--- src/rtl/alu_pkg.sv ---
// Shared definitions for the ALU issue/writeback controller:
// opcode values, FSM states, instruction field positions and flag bit indices.
package alu_pkg;

   localparam int ALU_DATA_W = 16;
   localparam int ALU_REG_AW = 3;
   localparam int ALU_OP_W   = 5;

   // ALU opcodes (pass-through encoding) plus the controller-local LDI
   localparam logic [4:0] OP_ADD  = 5'd0;
   localparam logic [4:0] OP_MUL  = 5'd1;
   localparam logic [4:0] OP_SUB  = 5'd2;
   localparam logic [4:0] OP_DIV  = 5'd3;
   localparam logic [4:0] OP_NOT  = 5'd4;
   localparam logic [4:0] OP_AND  = 5'd5;
   localparam logic [4:0] OP_OR   = 5'd6;
   localparam logic [4:0] OP_XOR  = 5'd7;
   localparam logic [4:0] OP_INC  = 5'd8;
   localparam logic [4:0] OP_CMP  = 5'd9;
   localparam logic [4:0] OP_RR   = 5'd10;
   localparam logic [4:0] OP_RL   = 5'd11;
   localparam logic [4:0] OP_SETB = 5'd12;
   localparam logic [4:0] OP_CLRB = 5'd13;
   localparam logic [4:0] OP_SETF = 5'd14;
   localparam logic [4:0] OP_SWAP = 5'd15;
   localparam logic [4:0] OP_LDI  = 5'd16;

   // Controller FSM states
   typedef enum logic [1:0] {
      IDLE  = 2'd0,
      ISSUE = 2'd1,
      WAIT  = 2'd2,
      WB1   = 2'd3
   } state_t;

   // Instruction field bit positions
   localparam int OPC_HI = 15;
   localparam int OPC_LO = 11;
   localparam int RD_HI  = 10;
   localparam int RD_LO  = 8;
   localparam int RS1_HI = 7;
   localparam int RS1_LO = 5;
   localparam int RS2_HI = 4;
   localparam int RS2_LO = 2;
   localparam int BP_HI  = 4;
   localparam int BP_LO  = 1;
   localparam int IMM_HI = 7;
   localparam int IMM_LO = 0;

   // Architectural flag bit indices
   localparam int FLAG_LT = 0;
   localparam int FLAG_GT = 2;
   localparam int FLAG_EQ = 3;

   // Opcodes below 16 are executed by the ALU
   function automatic logic is_alu_op(input logic [4:0] op);
      return (op[4] == 1'b0);
   endfunction

   // MUL and DIV return a second word that needs an extra writeback cycle
   function automatic logic is_two_result(input logic [4:0] op);
      return ((op == OP_MUL) || (op == OP_DIV));
   endfunction

   // CMP and SETF only update flags
   function automatic logic writes_rd(input logic [4:0] op);
      return !((op == OP_CMP) || (op == OP_SETF));
   endfunction

endpackage

--- src/rtl/alu_regfile.sv ---
// 8x16 register file: two combinational operand read ports, one combinational
// debug read port and one synchronous write port, all cleared by async reset.
// Optional feature macro: ALU_ISSUE_R0_ZERO_EN -- r0 reads as zero and every
// write addressed to r0 is dropped.
module alu_regfile
   import alu_pkg::*;
#(
   parameter int DATA_W = ALU_DATA_W,
   parameter int REG_AW = ALU_REG_AW
) (
   input  logic              clk,
   input  logic              rst,
   input  logic [REG_AW-1:0] rd_addr_a,
   output logic [DATA_W-1:0] rd_data_a,
   input  logic [REG_AW-1:0] rd_addr_b,
   output logic [DATA_W-1:0] rd_data_b,
   input  logic [REG_AW-1:0] dbg_addr,
   output logic [DATA_W-1:0] dbg_data,
   input  logic              wr_en,
   input  logic [REG_AW-1:0] wr_addr,
   input  logic [DATA_W-1:0] wr_data
);

   localparam int NUM_REGS = 1 << REG_AW;

`ifdef ALU_ISSUE_R0_ZERO_EN
   localparam logic R0_ZERO = 1'b1;
`else
   localparam logic R0_ZERO = 1'b0;
`endif

   logic [DATA_W-1:0] regs_r [NUM_REGS];
   logic              wr_allowed_s;

   assign wr_allowed_s = wr_en && !(R0_ZERO && (wr_addr == {REG_AW{1'b0}}));

   assign rd_data_a = (R0_ZERO && (rd_addr_a == {REG_AW{1'b0}})) ? {DATA_W{1'b0}} : regs_r[rd_addr_a];
   assign rd_data_b = (R0_ZERO && (rd_addr_b == {REG_AW{1'b0}})) ? {DATA_W{1'b0}} : regs_r[rd_addr_b];
   assign dbg_data  = (R0_ZERO && (dbg_addr  == {REG_AW{1'b0}})) ? {DATA_W{1'b0}} : regs_r[dbg_addr];

   // Register storage: cleared on reset, single write per cycle
   always_ff @(posedge clk or posedge rst) begin
      if (rst) begin
         for (int i = 0; i < NUM_REGS; i++) begin
            regs_r[i] <= {DATA_W{1'b0}};
         end
      end else if (wr_allowed_s) begin
         regs_r[wr_addr] <= wr_data;
      end
   end

endmodule

--- src/rtl/alu_issue_ctrl.sv ---
// Issue and writeback controller for the registered 16-bit ALU. Accepts one
// instruction at a time, drives registered operands to the ALU, and writes the
// ALU results back into the register file and the flags register.
// Optional feature macro: ALU_ISSUE_R0_ZERO_EN (hard-wired zero r0, handled
// inside alu_regfile).
module alu_issue_ctrl
   import alu_pkg::*;
#(
   parameter int DATA_W = ALU_DATA_W,
   parameter int REG_AW = ALU_REG_AW
) (
   input  logic              clk,
   input  logic              rst,
   input  logic              instr_valid,
   output logic              instr_ready,
   input  logic [15:0]       instr,
   output logic [4:0]        alu_opcode,
   output logic [DATA_W-1:0] alu_operand_1,
   output logic [DATA_W-1:0] alu_operand_2,
   output logic [3:0]        alu_bit_position,
   input  logic [DATA_W-1:0] alu_result_0,
   input  logic [DATA_W-1:0] alu_result_1,
   input  logic [DATA_W-1:0] alu_flag_reg,
   output logic [DATA_W-1:0] flags_q,
   output logic              done,
   output logic              illegal,
   input  logic [REG_AW-1:0] dbg_addr,
   output logic [DATA_W-1:0] dbg_data
);

   state_t            state_r;
   state_t            state_nxt_s;

   // Decoded instruction fields
   logic [4:0]        op_in_s;
   logic [REG_AW-1:0] rd_in_s;
   logic [REG_AW-1:0] rs1_in_s;
   logic [REG_AW-1:0] rs2_in_s;
   logic [3:0]        bp_in_s;
   logic [7:0]        imm_in_s;
   logic              accept_s;
   logic              accept_alu_s;

   // In-flight instruction context
   logic [REG_AW-1:0] rd_r;
   logic [DATA_W-1:0] hold_r;

   // Register file ports
   logic [DATA_W-1:0] rs1_data_s;
   logic [DATA_W-1:0] rs2_data_s;
   logic              wr_en_s;
   logic [REG_AW-1:0] wr_addr_s;
   logic [DATA_W-1:0] wr_data_s;

   // Per-cycle control decisions
   logic              done_nxt_s;
   logic              illegal_nxt_s;
   logic              flags_we_s;
   logic              hold_we_s;

   assign op_in_s  = instr[OPC_HI:OPC_LO];
   assign rd_in_s  = instr[RD_HI:RD_LO];
   assign rs1_in_s = instr[RS1_HI:RS1_LO];
   assign rs2_in_s = instr[RS2_HI:RS2_LO];
   assign bp_in_s  = instr[BP_HI:BP_LO];
   assign imm_in_s = instr[IMM_HI:IMM_LO];

   assign instr_ready  = (state_r == IDLE);
   assign accept_s     = instr_valid && instr_ready;
   assign accept_alu_s = accept_s && is_alu_op(op_in_s);

   alu_regfile #(
      .DATA_W (DATA_W),
      .REG_AW (REG_AW)
   ) u_regfile (
      .clk       (clk),
      .rst       (rst),
      .rd_addr_a (rs1_in_s),
      .rd_data_a (rs1_data_s),
      .rd_addr_b (rs2_in_s),
      .rd_data_b (rs2_data_s),
      .dbg_addr  (dbg_addr),
      .dbg_data  (dbg_data),
      .wr_en     (wr_en_s),
      .wr_addr   (wr_addr_s),
      .wr_data   (wr_data_s)
   );

   // FSM state register
   always_ff @(posedge clk or posedge rst) begin
      if (rst) begin
         state_r <= IDLE;
      end else begin
         state_r <= state_nxt_s;
      end
   end

   // FSM next-state: only ALU ops leave IDLE; MUL/DIV take the extra WB1 step
   always_comb begin
      state_nxt_s = state_r;
      case (state_r)
         IDLE: begin
            if (accept_alu_s) begin
               state_nxt_s = ISSUE;
            end else begin
               state_nxt_s = IDLE;
            end
         end
         ISSUE: begin
            state_nxt_s = WAIT;
         end
         WAIT: begin
            if (is_two_result(alu_opcode)) begin
               state_nxt_s = WB1;
            end else begin
               state_nxt_s = IDLE;
            end
         end
         WB1: begin
            state_nxt_s = IDLE;
         end
         default: begin
            state_nxt_s = IDLE;
         end
      endcase
   end

   // FSM outputs: register-file write port, flag/hold capture and retire pulses
   always_comb begin
      wr_en_s       = 1'b0;
      wr_addr_s     = rd_r;
      wr_data_s     = alu_result_0;
      done_nxt_s    = 1'b0;
      illegal_nxt_s = 1'b0;
      flags_we_s    = 1'b0;
      hold_we_s     = 1'b0;
      case (state_r)
         IDLE: begin
            if (accept_s && (op_in_s == OP_LDI)) begin
               wr_en_s    = 1'b1;
               wr_addr_s  = rd_in_s;
               wr_data_s  = {{(DATA_W-8){1'b0}}, imm_in_s};
               done_nxt_s = 1'b1;
            end else if (accept_s && !is_alu_op(op_in_s)) begin
               illegal_nxt_s = 1'b1;
            end else begin
               wr_en_s = 1'b0;
            end
         end
         ISSUE: begin
            wr_en_s = 1'b0;
         end
         WAIT: begin
            flags_we_s = 1'b1;
            if (is_two_result(alu_opcode)) begin
               wr_en_s   = 1'b1;
               hold_we_s = 1'b1;
            end else if (writes_rd(alu_opcode)) begin
               wr_en_s    = 1'b1;
               done_nxt_s = 1'b1;
            end else begin
               done_nxt_s = 1'b1;
            end
         end
         WB1: begin
            wr_en_s    = 1'b1;
            wr_addr_s  = rd_r + {{(REG_AW-1){1'b0}}, 1'b1};
            wr_data_s  = hold_r;
            done_nxt_s = 1'b1;
         end
         default: begin
            wr_en_s = 1'b0;
         end
      endcase
   end

   // Registered ALU ports, in-flight context, flags, hold word and pulses
   always_ff @(posedge clk or posedge rst) begin
      if (rst) begin
         alu_opcode       <= 5'd0;
         alu_operand_1    <= {DATA_W{1'b0}};
         alu_operand_2    <= {DATA_W{1'b0}};
         alu_bit_position <= 4'd0;
         rd_r             <= {REG_AW{1'b0}};
         hold_r           <= {DATA_W{1'b0}};
         flags_q          <= {DATA_W{1'b0}};
         done             <= 1'b0;
         illegal          <= 1'b0;
      end else begin
         done    <= done_nxt_s;
         illegal <= illegal_nxt_s;
         if (accept_alu_s) begin
            alu_opcode       <= op_in_s;
            alu_operand_1    <= rs1_data_s;
            alu_operand_2    <= rs2_data_s;
            alu_bit_position <= bp_in_s;
            rd_r             <= rd_in_s;
         end
         if (flags_we_s) begin
            flags_q <= alu_flag_reg;
         end
         if (hold_we_s) begin
            hold_r <= alu_result_1;
         end
      end
   end

endmodule
--- config.mk ---
export PLATFORM = sky130hd
export DESIGN_NAME = alu_issue_ctrl
export DESIGN_NICKNAME = d
export VERILOG_FILES = /design/src/rtl/alu_pkg.sv /design/src/rtl/alu_regfile.sv /design/src/rtl/alu_issue_ctrl.sv
export SDC_FILE = /design/constraint.sdc
export NUM_CORES = 1
export LEC_CHECK = 0
export BUFFER_PORTS_ARGS = -buffer_cell sky130_fd_sc_hd__clkbuf_2
export CORE_MARGIN = 5
export CORE_UTILIZATION = 50
export DETAILED_ROUTE_END_ITERATION = 12
export PLACE_DENSITY = 0.71
export SKIP_LAST_GASP = 1
export SLEW_MARGIN = 20
export SYNTH_ARGS = -nofsm -noshare
export SYNTH_HDL_FRONTEND = slang
export SYNTH_SLANG_ARGS = --single-unit
export TNS_END_PERCENT = 20
--- constraint.sdc ---
create_clock -name clk -period 7.64 [get_ports clk]
set_input_delay 1.146 -clock clk [delete_from_list [all_inputs] [get_ports clk]]
set_output_delay 1.146 -clock clk [all_outputs]
set_load 0.005 [all_outputs]
==> results.md, run 1 <==
- Gate count of the mapped netlist: 743
- Slowest cell delay on critical path: 0.97 ns
- Mapped Nets: ~820
- Die width: 160 um
- Fraction of post-synthesis cell area in the top cell type by area: 46.5%
- Final weighted congestion in routability-driven placement: 0.769
- Sequential fraction of the synthesis area: a little under half
- Buffer type at the clock tree root: clkbuf_16
- Internal portion of total power: approximately 3000 uW
- Final cycle utilization of the critical path: 56.6%
- Post-cts resize count: 0
- Worst-path clk slew: 0.06 ns
- Via-per-instance ratio: 6.20
- Antenna Cells: 0
- Post-synthesis cell type with the largest combined area: dfrtp_1
- Transition time of the tightest slew-check pin: roughly 1.1 ns
- CTS H-tree lvls: 1
- Hold buffers post-CTS: 0
- Synthesized cell area: between 10000 and 15000 um^2
- Kind of end point of the critical path: register
- Ratio of total power to cell area: 318 nW/um^2
- Shortest period the worst path allows: between 4 and 5 ns
- DR DRC count: 0
- Startpoint type of the worst setup path: register
- Run status: complete, no violations
- Count of buffers inserted at the top-level ports: around 150
- CTS max path bufs: 3
- Cell with the largest stage delay on the worst path: nand4bb_1
- TritonCTS clock tree: built
- Remaining antenna violation count: 0
- Switching power: 1190 uW
- Pin count of the biggest net entering global routing: roughly 130
- Skew-Pair Late Insertion Delay: ~0.51 ns
- Post-DP HPWL: 17800 um
- RSZ-0062 raised after global routing: no
- Worst endpoint required time: 8.02 ns
- Maximum frequency from static timing analysis: around 230 MHz
- Number of synthesis warnings: 0
- Height of the die: 160 um
- Critical path arrival: about 4.7 ns
- Number of antenna violations at the first check in global routing: 0
- Total clock buffers created by CTS: 23
- Initial standard-cell utilization of the core: 50.9%
- Via count of the first global-routing pass: between 7k and 8k
- Clock tree sinks: 208
- Max-Cap Viols: 0
- Net switching fraction of the power: between 20% and 30%
- Floorplan Core Area: between 20000 and 25000 um^2
- Utilization of the core after routing: 59.0%
- Hold/Removal Path Class: reg2reg
- Synth-to-Final Area Change: 15.8%
- Share of layout cells above drive strength 1: between 50% and 60%
- Number of search-and-repair iterations in the first detailed-routing pass: 4
- Finish-stage setup viols: 0
- All-layer global routing usage: about 22%
- Max Clock Skew: 0.00862 ns
- Worst-case headroom to the max-slew limit: between 20 and 30%
- Combinational Power Share: roughly 28%
- Average wire per standard cell: roughly 24 um
- Part of the power in the clock network: between 20% and 30%
- Cell breakdown of the critical path: inv_1 > ha_1 > and3b_1 > a21oi_1 > a2bb2oi_2 > nand4bb_1 > mux2_2
- Final total negative setup slack: 0 ns
- First-pass GRT wire length: roughly 44000 um
- Remaining Overflow, GRT: 0
- Number of distinct library cells after synthesis: 50
- Leakage power: 0.00581 uW
- Crit Path Category: reg2reg
- Cell Rows: between 50 and 60
- Worst VDD drop: around 0.00018 V
- DRT Wirelength: 27900 um
- Area of the die: roughly 25000 um^2
- Post-Synthesis Mean Instance Area: roughly 15 um^2
- Relative contribution of sequential cells to total power: a little over two fifths
- DRC violation total after the first TritonRoute iteration: around 400
- Final hold violation count: 0
- Number of synthesized register bits: between 200 and 250
- Synth top area cells: dfrtp_1 (47%), mux4_2 (19%), mux2_2 (18%)
- Top-level I/O count: between 100 and 150
- Detailed-route via count: slightly above 7k
- Post-layout net count: between 900 and 1k
- Worst-path maximum fanout: 18
- Number of buffers inserted to repair setup after CTS: 0
- Count of final max-slew check failures: 0
==> sequential cells by signal, indices dropped and copies added (netlist names) <==
signal and cells:
hold_r 16, flags_q 16, u_regfile.regs_r 128, alu_opcode 5, alu_operand_2 16, state_r 2, alu_operand_1 16, done 1
rd_r 3, illegal 1, alu_bit_position 4
==> final timing paths <==
path	startpoint	endpoint	slack, ns	cells after the start
setup / recovery	state_r[1]	u_regfile.regs_r[76]	3.31	7
setup reg to reg	state_r[1]	u_regfile.regs_r[76]	3.31	7
hold reg to reg	alu_operand_1[2]	alu_operand_1[2]	0.48	2
min in group asynchronous	rst	flags_q[15]	0.80	2
hold / removal	alu_operand_1[2]	alu_operand_1[2]	0.48	2
max in group asynchronous	rst	u_regfile.regs_r[43]	5.49	3
==> final cells by class <==
class | count | area (um^2)
Clock buffer | 30 | 662
Inverter | 7 | 33.8
Fill cell | 1748 | 9010
Clock inverter | 10 | 156
Multi-Input combinational cell | 472 | 5700
Tap cell | 280 | 350
Sequential cell | 208 | 5200
Timing Repair Buffer | 160 | 846
==> through the flow <==
stage / power, uW / instance area [um^2] / worst slack [ns] / cells / hold slack (ns)
2_1_floorplan: 2540 / 11200 / 0.813 / 743 / 0.473
3_3_place_gp: 2890 / 12100 / 3.37 / 1126 / 0.464
3_5_place_dp: 2950 / 12100 / 3.23 / 1126 / 0.470
4_1_cts: 4150 / 12900 / 3.33 / 1166 / 0.484
5_1_grt: 4350 / 12900 / 3.16 / 1167 / 0.508
6_report: 4120 / 12900 / 3.31 / 1167 / 0.475
==> cell usage after synthesis, drive strengths merged <==
cell type and instances:
nor4b 1, nor2 6, inv 7, clkbuf 29, ha 5, o32ai 1
a2111oi 3, nand4bb 1, a31oi 1, nand2b 3, mux2 186, o31ai 1
a2bb2oi 1, a21o 1, o32a 1, o31a 1, dfrtp 208, and2 1
o21bai 1, o221ai 1, mux2i 32, o2bb2ai 1, or3b 1, a22oi 16
o22ai 2, a22o 8, and4 1, o21ai 44, buf 27, nand4b 1
or2 2, nand3b 4, nand2 37, nand3 3, and3b 1, nor4 5
mux4 96, or4 1, a311oi 1, a21oi 1
==> per-layer routing <==
layer	routed length, um	GRT usage (%)
met1	11300	29.2
met2	14200	37.2
met3	1680	4.43
met4	684	5.72
met5	0	0
==> critical path: cells and delay by family, from the launching register on <==
kind            cells  cell delay, ns
simple gates        2            1.23
compound gates      2            1.21
fa+ha+maj           1            0.66
mux                 1            0.61
flops               1            0.40
buf+inv             1            0.09
==> power groups by stage <==
| stage | logic (uW) | registers (uW) | clock network (uW) |
|---|---|---|---|
| floorplan | 834 | 1710 | 0 |
| global placement | 1140 | 1760 | 0 |
| detailed placement | 1160 | 1780 | 0 |
| CTS | 1170 | 1770 | 1210 |
| global route | 1260 | 1830 | 1270 |
| finish | 1150 | 1770 | 1190 |
==> layout by cell type, fill, tap and decap left out, types with 3 or more instances in the layout <==
master,count
o21ai_0,35
nand2b_1,3
clkbuf_16,23
buf_4,13
inv_1,6
clkbuf_2,145
mux2_2,179
o21ai_1,8
dfrtp_1,208
clkinv_2,4
mux2i_1,32
nor2_1,5
mux4_2,96
a22oi_1,16
nand3b_1,4
ha_1,5
bufinv_16,4
nand2_1,37
mux2_1,7
a22o_1,8
clkbuf_8,6
nor4_4,4
==> cell families after synthesis <==
| family | Yosys count | share of synthesized area (%) |
|---|---|---|
| simple gates | 68 | 3.83 |
| mux | 314 | 40.9 |
| flops | 208 | 46.5 |
| fa+ha+maj | 5 | 0.559 |
| buf+inv | 63 | 2.55 |
| compound gates | 85 | 5.60 |
Note: power is estimated with default switching activity, not from simulation.
==> run 2, diff against run 1 <==
==> constraint.sdc (replaced) <==
create_clock -name clk -period 4.1 [get_ports clk]
set_input_delay 0.615 -clock clk [delete_from_list [all_inputs] [get_ports clk]]
set_output_delay 0.615 -clock clk [all_outputs]
set_load 0.005 [all_outputs]
==> run 2 against run 1 <==
  * Count of clock-buffer cells in the layout unchanged
  * Critical path depth unchanged
  * Hold slack worse by 0.14 ns
  * Design area up 0.43%
  * Critical endpoint is now u_regfile.regs_r[89]
  * Wire length down 1.9%
  * Flip-flop and latch count unchanged
  * First-iteration DRC count up 37%
  * Clock power up 78%
  * Final cell count up 0.94%
==> results.md, run 2 (synthesis results as in run 1) <==
- Final hold violation count: 0 (unchanged)
- Switching power: 2180 uW (+83%)
- Via count of the first global-routing pass: 7638 (+1.2%)
- Register with the most flip-flops: u_regfile.regs_r
- Cell Rows: 54 (unchanged)
- Internal portion of total power: 5380 uW (+84%)
- Die width: 160 um (unchanged)
- Net switching fraction of the power: 28.8% (-0.035 points)
- Leakage power: 0.00583 uW (+0.40%)
- Number of antenna violations at the first check in global routing: 0 (unchanged)
- Hold/Removal Path Class: in2reg
- CTS H-tree lvls: 1 (unchanged)
- DRT Wirelength: 27300 um (-1.9%)
- CTS max path bufs: 3 (unchanged)
- Count of final max-slew check failures: 0 (unchanged)
- Synth-to-Final Area Change: 16.3%
- Detailed-route via count: 7164 (-0.93%)
- DRC violation total after the first TritonRoute iteration: 552 (+37%)
- Ratio of total power to cell area: 581 nW/um^2 (+83%)
- Largest register FFs: 128 (unchanged)
- Startpoint of the lowest-slack register-to-register path: state_r[1]
- Via-per-instance ratio: 6.08 (-1.9%)
- Worst-path maximum fanout: 18 (unchanged)
- Part of the power in the clock network: 28.0% (-1.0 points)
- Skew-Pair Late Insertion Delay: 0.51 ns (about the same)
- Remaining antenna violation count: 0 (unchanged)
- Worst endpoint required time: 4.49 ns (-3.53 ns)
- TritonCTS clock tree: built
- Count of buffers inserted at the top-level ports: 145 (unchanged)
- Initial standard-cell utilization of the core: 50.9% (unchanged)
- Shortest period the worst path allows: 3.37 ns (-0.957 ns)
- Startpoint type of the worst setup path: register
- Maximum frequency from static timing analysis: 297 MHz (+28%)
- Average wire per standard cell: 23.2 um (-2.8%)
- Number of buffers inserted to repair setup after CTS: 0 (unchanged)
- Height of the die: 160 um (unchanged)
- Worst VDD drop: 0.000373 V (+110%)
- Relative contribution of sequential cells to total power: 43.7% (+0.6 points)
- Top-level I/O count: 146 (unchanged)
- Crit Path Category: reg2reg
- Remaining Overflow, GRT: 0 (unchanged)
- Combinational Power Share: 28.3% (+0.3 points)
- Kind of end point of the critical path: register
- Post-cts resize count: 0 (unchanged)
- Run status: complete, no violations
- Finish-stage setup viols: 0 (unchanged)
- Final weighted congestion in routability-driven placement: 0.790 (+2.7%)
- Worst-path clk slew: 0.06 ns (about the same)
- Max Clock Skew: 0.0114 ns (+0.00281 ns)
- Post-layout net count: 958 (+1.2%)
- Total clock buffers created by CTS: 23 (unchanged)
- Reg2Reg Capture Point: u_regfile.regs_r[89]
- Clock tree sinks: 208 (unchanged)
- Hold buffers post-CTS: 0 (unchanged)
- First-pass GRT wire length: 44000 um (-0.79%)
- Buffer type at the clock tree root: clkbuf_16
- Antenna Cells: 0 (unchanged)
- Number of search-and-repair iterations in the first detailed-routing pass: 5 (+1)
- Post-DP HPWL: 18200 um (+2.3%)
- Worst-case headroom to the max-slew limit: 31.6% (+6.2 points)
- Critical path capture point: u_regfile.regs_r[89]
- Pin count of the biggest net entering global routing: 77 (-43%)
- All-layer global routing usage: 21.8% (-0.15 points)
- Critical path arrival: 3.76 ns (-0.95 ns)
- Share of layout cells above drive strength 1: 55.6% (-0.13 points)
- RSZ-0062 raised after global routing: no
- Transition time of the tightest slew-check pin: 1.03 ns (-0.0934 ns)
- Area of the die: 25500 um^2 (unchanged)
- Floorplan Core Area: 22000 um^2 (unchanged)
- Final total negative setup slack: 0 ns (unchanged)
- Most common cell after layout, fill and taps aside: dfrtp_1
- Smallest hold slack: 0.331 ns (-0.145 ns)
- Worst Setup SP: state_r[1]
- Worst R2R Path Depth: 7 (unchanged)
- Max-Cap Viols: 0 (unchanged)
- DR DRC count: 0 (unchanged)
- Final cycle utilization of the critical path: 82.2% (+26 points)
- Commonest non-fill, non-tap cells in the layout: dfrtp_1 (208), mux2_2 (179), clkbuf_2 (145), mux4_2 (96), nand2_1 (37)
- Internal reg-to-reg setup slack: 0.73 ns (-2.58 ns)
## run 2: cell count changes in the layout (fill, tap and decap cells not counted), sizes merged
cell and change:
clkinvlp +1, buf +11, clkinv -1
## run 2: metal layers
| layer | share of wire [%] | vias to the layer above | routed length, um | track usage (%) |
|---|---|---|---|---|
| li1 | - | 3169 | - | - |
| met1 | 42 | 3705 | 11400 | 29.8 |
| met2 | 50 | 244 | 13600 | 36.3 |
| met3 | 6.1 | 46 | 1660 | 4.14 |
| met4 | 2.5 | 0 | 678 | 5.64 |
| met5 | 0 | - | 0 | 0 |
## run 2: worst min-delay path by stage
stage / cells after the start / slack (ns) / start / end
floorplan: 2 / 0.47 / alu_operand_1[0] / alu_operand_1[0]
global placement: 2 / 0.46 / alu_operand_1[2] / alu_operand_1[2]
detailed placement: 2 / 0.47 / alu_operand_2[0] / alu_operand_2[0]
CTS: 2 / 0.31 / alu_result_1[9] / hold_r[9]
global route: 2 / 0.32 / alu_flag_reg[8] / flags_q[8]
finish: 2 / 0.33 / alu_result_1[12] / hold_r[12]
## run 2: critical path, stage by stage, from the launching register on
cell	delay, ns
dfrtp_1	0.41
inv_1	0.08
ha_1	0.64
and3b_1	0.25
and4_1	0.26
a311oi_2	0.64
nand4b_4	0.50
mux2_1	0.45
## run 2: cell type report
| class | count | area, um^2 |
|---|---|---|
| clock inverters | 10 | 156 |
| fillers | 1766 | 8950 |
| clock buffers | 30 | 612 |
| inverters | 7 | 30.0 |
| repair buffers | 171 | 958 |
| multi-input cells | 472 | 5690 |
| well taps | 280 | 350 |
| flip-flops and latches | 208 | 5200 |
## run 2: through the flow
step | std cells | setup slack [ns] | total power, uW | cell area (um^2) | util, %
2_1_floorplan | 743 | 0.785 | 4730 | 11200 | -
3_3_place_gp | 1138 | 0.821 | 5410 | 12200 | 55.7
3_5_place_dp | 1138 | 0.747 | 5490 | 12200 | 55.7
4_1_cts | 1178 | 0.740 | 7640 | 13000 | 59.2
5_1_grt | 1178 | 0.591 | 8010 | 13000 | 59.2
6_report | 1178 | 0.732 | 7560 | 13000 | 59.2
## run 2: power by group through the flow
stage	combinational, uW	sequential [uW]	clock (uW)
2_1_floorplan	1550	3180	0
3_3_place_gp	2120	3290	0
3_5_place_dp	2160	3330	0
4_1_cts	2170	3300	2170
5_1_grt	2340	3400	2260
6_report	2140	3300	2120
